## src/rtl/core_pkg.sv

```systemverilog
// Shared RV32IC front-end definitions: halfword/instruction widths and the
// compressed-instruction test used by the fetch realigner.
package core_pkg;

    localparam int HW_W = 16;
    localparam int ILEN = 32;

    typedef logic [31:0] fetch_pkt_t;

    // A parcel whose two LSBs are not 2'b11 starts a 16-bit instruction.
    function automatic logic is_compressed(input logic [1:0] lsbs);
        return lsbs != 2'b11;
    endfunction

endpackage

```

## src/rtl/hw_fifo.sv

```systemverilog
// Circular halfword buffer with an N-wide push (leading halfwords optionally
// skipped), a 1-or-2 halfword pop and a synchronous flush.
module hw_fifo
    import core_pkg::*;
#(
    parameter int DEPTH = 8,
    parameter int NPUSH = 2,
    localparam int PW = $clog2(DEPTH),
    localparam int CW = PW + 1
) (
    input  logic                    clk,
    input  logic                    reset_n,
    input  logic                    flush,
    input  logic                    push_en,
    input  logic [NPUSH*HW_W-1:0]   push_data,
    input  logic [1:0]              push_skip,
    input  logic                    pop_en,
    input  logic                    pop_two,
    output logic [HW_W-1:0]         h0,
    output logic [HW_W-1:0]         h1,
    output logic [CW-1:0]           count
);

    logic [PW-1:0]   head;
    logic [PW-1:0]   tail;
    logic [CW-1:0]   push_cnt;
    logic [CW-1:0]   pop_cnt;
    logic [HW_W-1:0] mem     [DEPTH];
    logic [DEPTH-1:0] wr_en;
    logic [HW_W-1:0] wr_data [DEPTH];

    assign push_cnt = CW'(NPUSH) - CW'(push_skip);
    assign pop_cnt  = pop_two ? CW'(2) : CW'(1);

    // Skipped lanes shift the surviving halfwords down so they land at the tail.
    always_comb begin
        wr_en   = '0;
        wr_data = '{default: '0};
        for (int i = 0; i < NPUSH; i++) begin
            if (push_en && !flush && (i >= int'(push_skip))) begin
                wr_en[tail + PW'(i) - PW'(push_skip)]   = 1'b1;
                wr_data[tail + PW'(i) - PW'(push_skip)] = push_data[i*HW_W +: HW_W];
            end
        end
    end

    for (genvar g = 0; g < DEPTH; g++) begin : g_entry
        logic [HW_W-1:0] entry_q;
        always_ff @(posedge clk or negedge reset_n) begin
            if (!reset_n) begin
                entry_q <= '0;
            end else if (wr_en[g]) begin
                entry_q <= wr_data[g];
            end
        end
        assign mem[g] = entry_q;
    end

    always_ff @(posedge clk or negedge reset_n) begin
        if (!reset_n) begin
            head  <= '0;
            tail  <= '0;
            count <= '0;
        end else if (flush) begin
            head  <= '0;
            tail  <= '0;
            count <= '0;
        end else begin
            if (push_en) begin
                tail <= tail + push_cnt[PW-1:0];
            end
            if (pop_en) begin
                head <= head + pop_cnt[PW-1:0];
            end
            count <= count + (push_en ? push_cnt : '0) - (pop_en ? pop_cnt : '0);
        end
    end

    assign h0 = mem[head];
    assign h1 = mem[head + PW'(1)];

endmodule

```

## src/rtl/compressed_realigner.sv

```systemverilog
// Realigns fetch packets into one 32-bit or 16-bit instruction per cycle,
// tracking the instruction PC and halfword-aligned redirect targets.
module compressed_realigner
    import core_pkg::*;
#(
    parameter int          FETCH_W  = 32,
    parameter int          DEPTH_HW = 8,
    parameter logic [31:0] RESET_PC = 32'h0000_0000
) (
    input  logic               clk,
    input  logic               reset_n,
    input  logic               clear,
    input  logic               redirect,
    input  logic [31:0]        redirect_pc,
    input  logic               fetch_valid,
    output logic               fetch_ready,
    input  logic [FETCH_W-1:0] fetch_data,
    output logic               instr_valid,
    input  logic               instr_ready,
    output logic [ILEN-1:0]    instr,
    output logic [31:0]        instr_pc,
    output logic               instr_compressed
);

    localparam int NHW = FETCH_W / HW_W;
    localparam int PW  = $clog2(DEPTH_HW);
    localparam int CW  = PW + 1;

    logic [CW-1:0]   count;
    logic [HW_W-1:0] h0;
    logic [HW_W-1:0] h1;
    logic [31:0]     out_pc;
    logic [1:0]      skip_hw;
    logic            compressed;
    logic            push;
    logic            pop;
    logic            flush;

    assign compressed  = is_compressed(h0[1:0]);
    assign instr_valid = ((count >= CW'(1)) && compressed) || (count >= CW'(2));
    assign fetch_ready = count <= CW'(DEPTH_HW - NHW);

    assign instr            = compressed ? {16'h0000, h0} : {h1, h0};
    assign instr_pc         = out_pc;
    assign instr_compressed = compressed;

    // Redirect and clear both squash any handshake landing in the same cycle.
    assign flush = redirect || clear;
    assign push  = fetch_valid && fetch_ready && !flush;
    assign pop   = instr_valid && instr_ready && !flush;

    hw_fifo #(
        .DEPTH (DEPTH_HW),
        .NPUSH (NHW)
    ) u_fifo (
        .clk       (clk),
        .reset_n   (reset_n),
        .flush     (flush),
        .push_en   (push),
        .push_data (fetch_data),
        .push_skip (skip_hw),
        .pop_en    (pop),
        .pop_two   (!compressed),
        .h0        (h0),
        .h1        (h1),
        .count     (count)
    );

    // Packets arrive aligned to their own width, so a redirect into the middle
    // of one drops the halfwords below the target on the next push.
    always_ff @(posedge clk or negedge reset_n) begin
        if (!reset_n) begin
            out_pc  <= RESET_PC;
            skip_hw <= '0;
        end else if (redirect) begin
            out_pc  <= redirect_pc & 32'hFFFF_FFFE;
            skip_hw <= (FETCH_W == 32) ? {1'b0, redirect_pc[1]} : redirect_pc[2:1];
        end else if (clear) begin
            skip_hw <= '0;
        end else begin
            if (push) begin
                skip_hw <= '0;
            end
            if (pop) begin
                out_pc <= out_pc + (compressed ? 32'd2 : 32'd4);
            end
        end
    end

endmodule

```

## config.mk

```make
export PLATFORM = sky130hd
export DESIGN_NAME = compressed_realigner
export DESIGN_NICKNAME = d
export VERILOG_FILES = /design/src/rtl/core_pkg.sv /design/src/rtl/hw_fifo.sv /design/src/rtl/compressed_realigner.sv
export SDC_FILE = /design/constraint.sdc
export NUM_CORES = 1
export LEC_CHECK = 0
export BUFFER_PORTS_ARGS = -buffer_cell sky130_fd_sc_hd__buf_2
export CAP_MARGIN = 40
export CORE_MARGIN = 5
export CORE_UTILIZATION = 45
export DETAILED_ROUTE_END_ITERATION = 10
export PLACE_DENSITY = 0.73
export SLEW_MARGIN = 30
export SYNTH_ARGS = -nofsm -noshare
export SYNTH_HDL_FRONTEND = slang
export SYNTH_HIERARCHICAL = 1
export SYNTH_SLANG_ARGS = --single-unit
```

## constraint.sdc

```tcl
create_clock -name clk -period 4.4 [get_ports clk]
set_input_delay 0.88 -clock clk [delete_from_list [all_inputs] [get_ports clk]]
set_output_delay 0.88 -clock clk [all_outputs]
set_load 0.005 [all_outputs]
```

==> reports/results.tsv <==
stage	metric	value	unit
pwr	P_leak	0.00603	uW
logic_synthesis	Yosys top cell area share	36.7	%
place	Placed Cells incl. Taps	1354	
setup_path	Max Fanout on Critical Path	27	
clock_tree	htree depth	4	
route	via count	8496	
die	number of primary I/O pins	137	
logic_synthesis	Avg Inst Size Synth	12.6	sq um
logic_synthesis	mux contribution to synthesized area	40.7	%
flow_run	maxcap violations	0	
timing	final slew viol count	0	
setup_path	Critical Path, Cell by Cell	buf_4 > ha_2 > buf_12 > mux4_2 > mux2_2 > and3_1 > buf_2	
die	Chip Height	170	um
final_layout	FF/Latch Area	4260	sq um
logic_synthesis	Synth Cell Area	11600	sq um
place	RD Place Congestion	0.844	
logic_synthesis	Synth Register Bits	170	
setup_path	delay-heaviest family, CP	multiplexers	
logic_synthesis	largest family of logic cells by synthesized area	multiplexers	
logic_synthesis	Yosys warnings	6	
clock_tree	CTS tree	built	
global_routing	largest net degree at the start of global routing	69	
final_layout	non-filler cells in the finished layout	1387	
setup_path	startpoint types	flop	
logic_synthesis	Seq/Total Area, Yosys	36.7	%
logic_synthesis	Post-synth top flop	dfrtp_1	
logic_synthesis	post-synthesis cell count	920	
final_layout	ratio of cells with drive above 1 in the final layout	53.1	%
logic_synthesis	Simple-Gate Fraction of Synth Area	10.5	%
final_layout	FILL cells	2178	
place	Post-Place Setup Slack	0.618	ns
logic_synthesis	post-synthesis compound-gate area fraction	4.35	%
place	Port-buffer cells	134	
die	Starting Density	45.9	%
timing	Worst slew margin	50.6	%
pwr	final total power	4130	uW
min_path	Hold Path Class	in -> async	
logic_synthesis	top cells by area, synth	dfrtp_1 (37%), mux2_2 (27%), mux4_2 (12%)	
route	via/cell ratio	6.13	
logic_synthesis	distinct cell type count after synthesis	69	
timing	Hold Vio Cnt, Final	0	
die	die area	29000	sq um
global_routing	vias in the first global route	8751	
route	Post-route DRC	0	
global_routing	initial antenna violation count	3	
setup_path	Crit Path Class	reg -> out	
clock_tree	post-CTS sizing	0	
setup_path	Arr. time, crit path	3.06	ns
setup_path	critical path required time	3.52	ns
timing	TNS Setup	0	ns
clock_tree	# clock sinks	170	
global_routing	first-pass GRT wire length	48.9	mm
clock_tree	hold_buf cts	0	
die	die width	170	um
setup_path	Slowest-stage cell, CP	dfrtp_4	
route	DRT antenna net count	0	
timing	Final WS setup	0.457	ns
logic_synthesis	xor/xnor share of the synthesized area	1.33	%
clock_tree	worst-skew pair later-pin latency	0.44	ns
clock_tree	CTS root buf	clkbuf_16	
logic_synthesis	synth cell count leaders	mux2_2 (275), dfrtp_1 (170), mux4_2 (64), nor2_1 (29), buf_2 (24)	
logic_synthesis	Synth Area in Adders	2.98	%
timing	Period minus WS final	3.94	ns
logic_synthesis	Post-synth EDFFs	0	
die	area of the core	25300	sq um
logic_synthesis	largest area contributor in the netlist	dfrtp_1	
setup_path	endpoint type of the worst setup path	primary output	
route	drt first pass iters	5	
global_routing	gr ovfl total	0	
clock_tree	CTS Buffer Depth	2	
timing	Post-Route Skew	0.0153	ns
setup_path	Crit path largest cell delay	0.54	ns
clock_tree	post-CTS setup buffer count	0	
final_layout	fin nets	1137	
route	final WL	31.0	mm
final_layout	Final Core Density	52.4	%
logic_synthesis	Async SR Flop Fraction	100	%
timing	Slew @ Worst Pin	0.739	ns
route	wire per inst	22.3	um
timing	Final Cycle Share	89.6	%
pwr	maximum VDD drop	185	uV
die	Row Count	58	
final_layout	synth-to-layout area growth	14.3	%
timing	RSZ-0062 raised after global routing	false	
final_layout	area of the multi-input gates	6970	sq um
clock_tree	CTS Buf Count	17	
place	dpl hpwl	20.5	mm
timing	endpoints failing setup	0	
timing	upper clock frequency limit	254	MHz
global_routing	all-layer global routing usage	21.6	%
route	DRT iter0 DRCs	735	
clock_tree	Worst-path clk slew	0.08	ns
setup_path	Buf+Inv Stages, Crit Path	3	
logic_synthesis	most frequent cell after synthesis	mux2_2	
pwr	Pwr Density	312	nW/um^2
outcome	status	finished clean	
[per-stage QoR]
step,area (sq um),hold slack (ns)
floorplan,11600,0.544
global placement,12600,0.573
detailed placement,12600,0.581
CTS,13200,0.292
global route,13200,0.293
finish,13200,0.295
[worst register-to-register path: stages (launching register included)]
cell and delay, ns:
dfrtp_4 0.50, mux4_2 0.53, mux2_2 0.32, a21boi_1 0.39, or2_2 0.20, and3_1 0.29, and2_1 0.19, fa_1 0.42
inv_1 0.12, ha_1 0.24, a21o_1 0.16, a21oi_1 0.17, xnor2_1 0.13, nor2_1 0.05
[report_power, final]
part	leakage [uW]	switching [uW]	total, uW	internal (uW)
Clock	0.000276	738	1510	773
Combinational	0.00351	330	759	428
Sequential	0.00224	143	1860	1720
Total	0.00603	1210	4130	2920
[cells by family (layout without fill, tap and decap cells)]
| logic type | count (synthesis) | in the layout |
|---|---|---|
| compound gates | 75 | 75 |
| fa+ha+maj | 24 | 24 |
| xor+xnor | 15 | 15 |
| flops | 170 | 170 |
| other cells | 1 | 6 |
| mux | 355 | 355 |
| buf+inv | 83 | 215 |
| simple gates | 197 | 197 |
[routing by layer]
metal	GRT usage, %	up-vias	part of all wire (%)
met4	5.07	6	1.2
met3	4.76	36	6.8
met2	35.0	308	48
li1	-	3800	-
met5	0	-	0.12
met1	29.9	4346	44
[cell type report]
| cell class | count | share of cell area, % |
|---|---|---|
| flip-flops and latches | 170 | 32.2 |
| repair buffers | 159 | 6.96 |
| clock buffers | 18 | 3.32 |
| inverters | 24 | 0.680 |
| diodes | 1 | 0.0189 |
| well taps | 330 | 3.12 |
| multi-input cells | 671 | 52.6 |
| clock inverters | 14 | 1.13 |
[state kept, by name, indices dropped and copies added, names as in the netlist]
name,cells
u_fifo/count,4
u_fifo/tail,3
skip_hw,1
u_fifo/g_entry.entry_q,128
instr_pc,31
u_fifo/head,3
[worst paths after layout]
path,start,endpoint,slack (ns),depth (start not counted)
hold / removal,reset_n,instr_pc[17]$_DFFE_PN0P_,0.30,1
setup reg to reg,u_fifo/head[0]$_DFFE_PN0P_,u_fifo/count[3]$_DFF_PN0_,0.56,13
min in group clk,u_fifo/tail[0]$_DFFE_PN0P_,u_fifo/tail[0]$_DFFE_PN0P_,0.59,2
max in group asynchronous,reset_n,u_fifo/g_entry[1].entry_q[14]$_DFFE_PN0P_,3.47,2
setup / recovery,u_fifo/head[0]$_DFFE_PN0P_,instr[22],0.46,7
hold reg to reg,u_fifo/tail[0]$_DFFE_PN0P_,u_fifo/tail[0]$_DFFE_PN0P_,0.59,2
[layout by cell type, fill, tap and decap left out, types with 6 or more instances in the layout]
cell and instances:
a31oi_1 17, and3_1 18, buf_2 133, buf_4 21
clkbuf_16 17, dfrtp_1 169, fa_1 6, ha_1 17
inv_1 23, mux2_1 9, mux2_2 275, mux2i_1 7
mux4_2 64, nand2_1 22, nand3_1 22, nand4_1 15
nor2_1 29, nor2b_1 14, nor3_1 8, nor4_1 9
o21ai_0 13, o31ai_1 18, or4_1 15, xnor2_1 8
(Power assumes the default switching activity.)
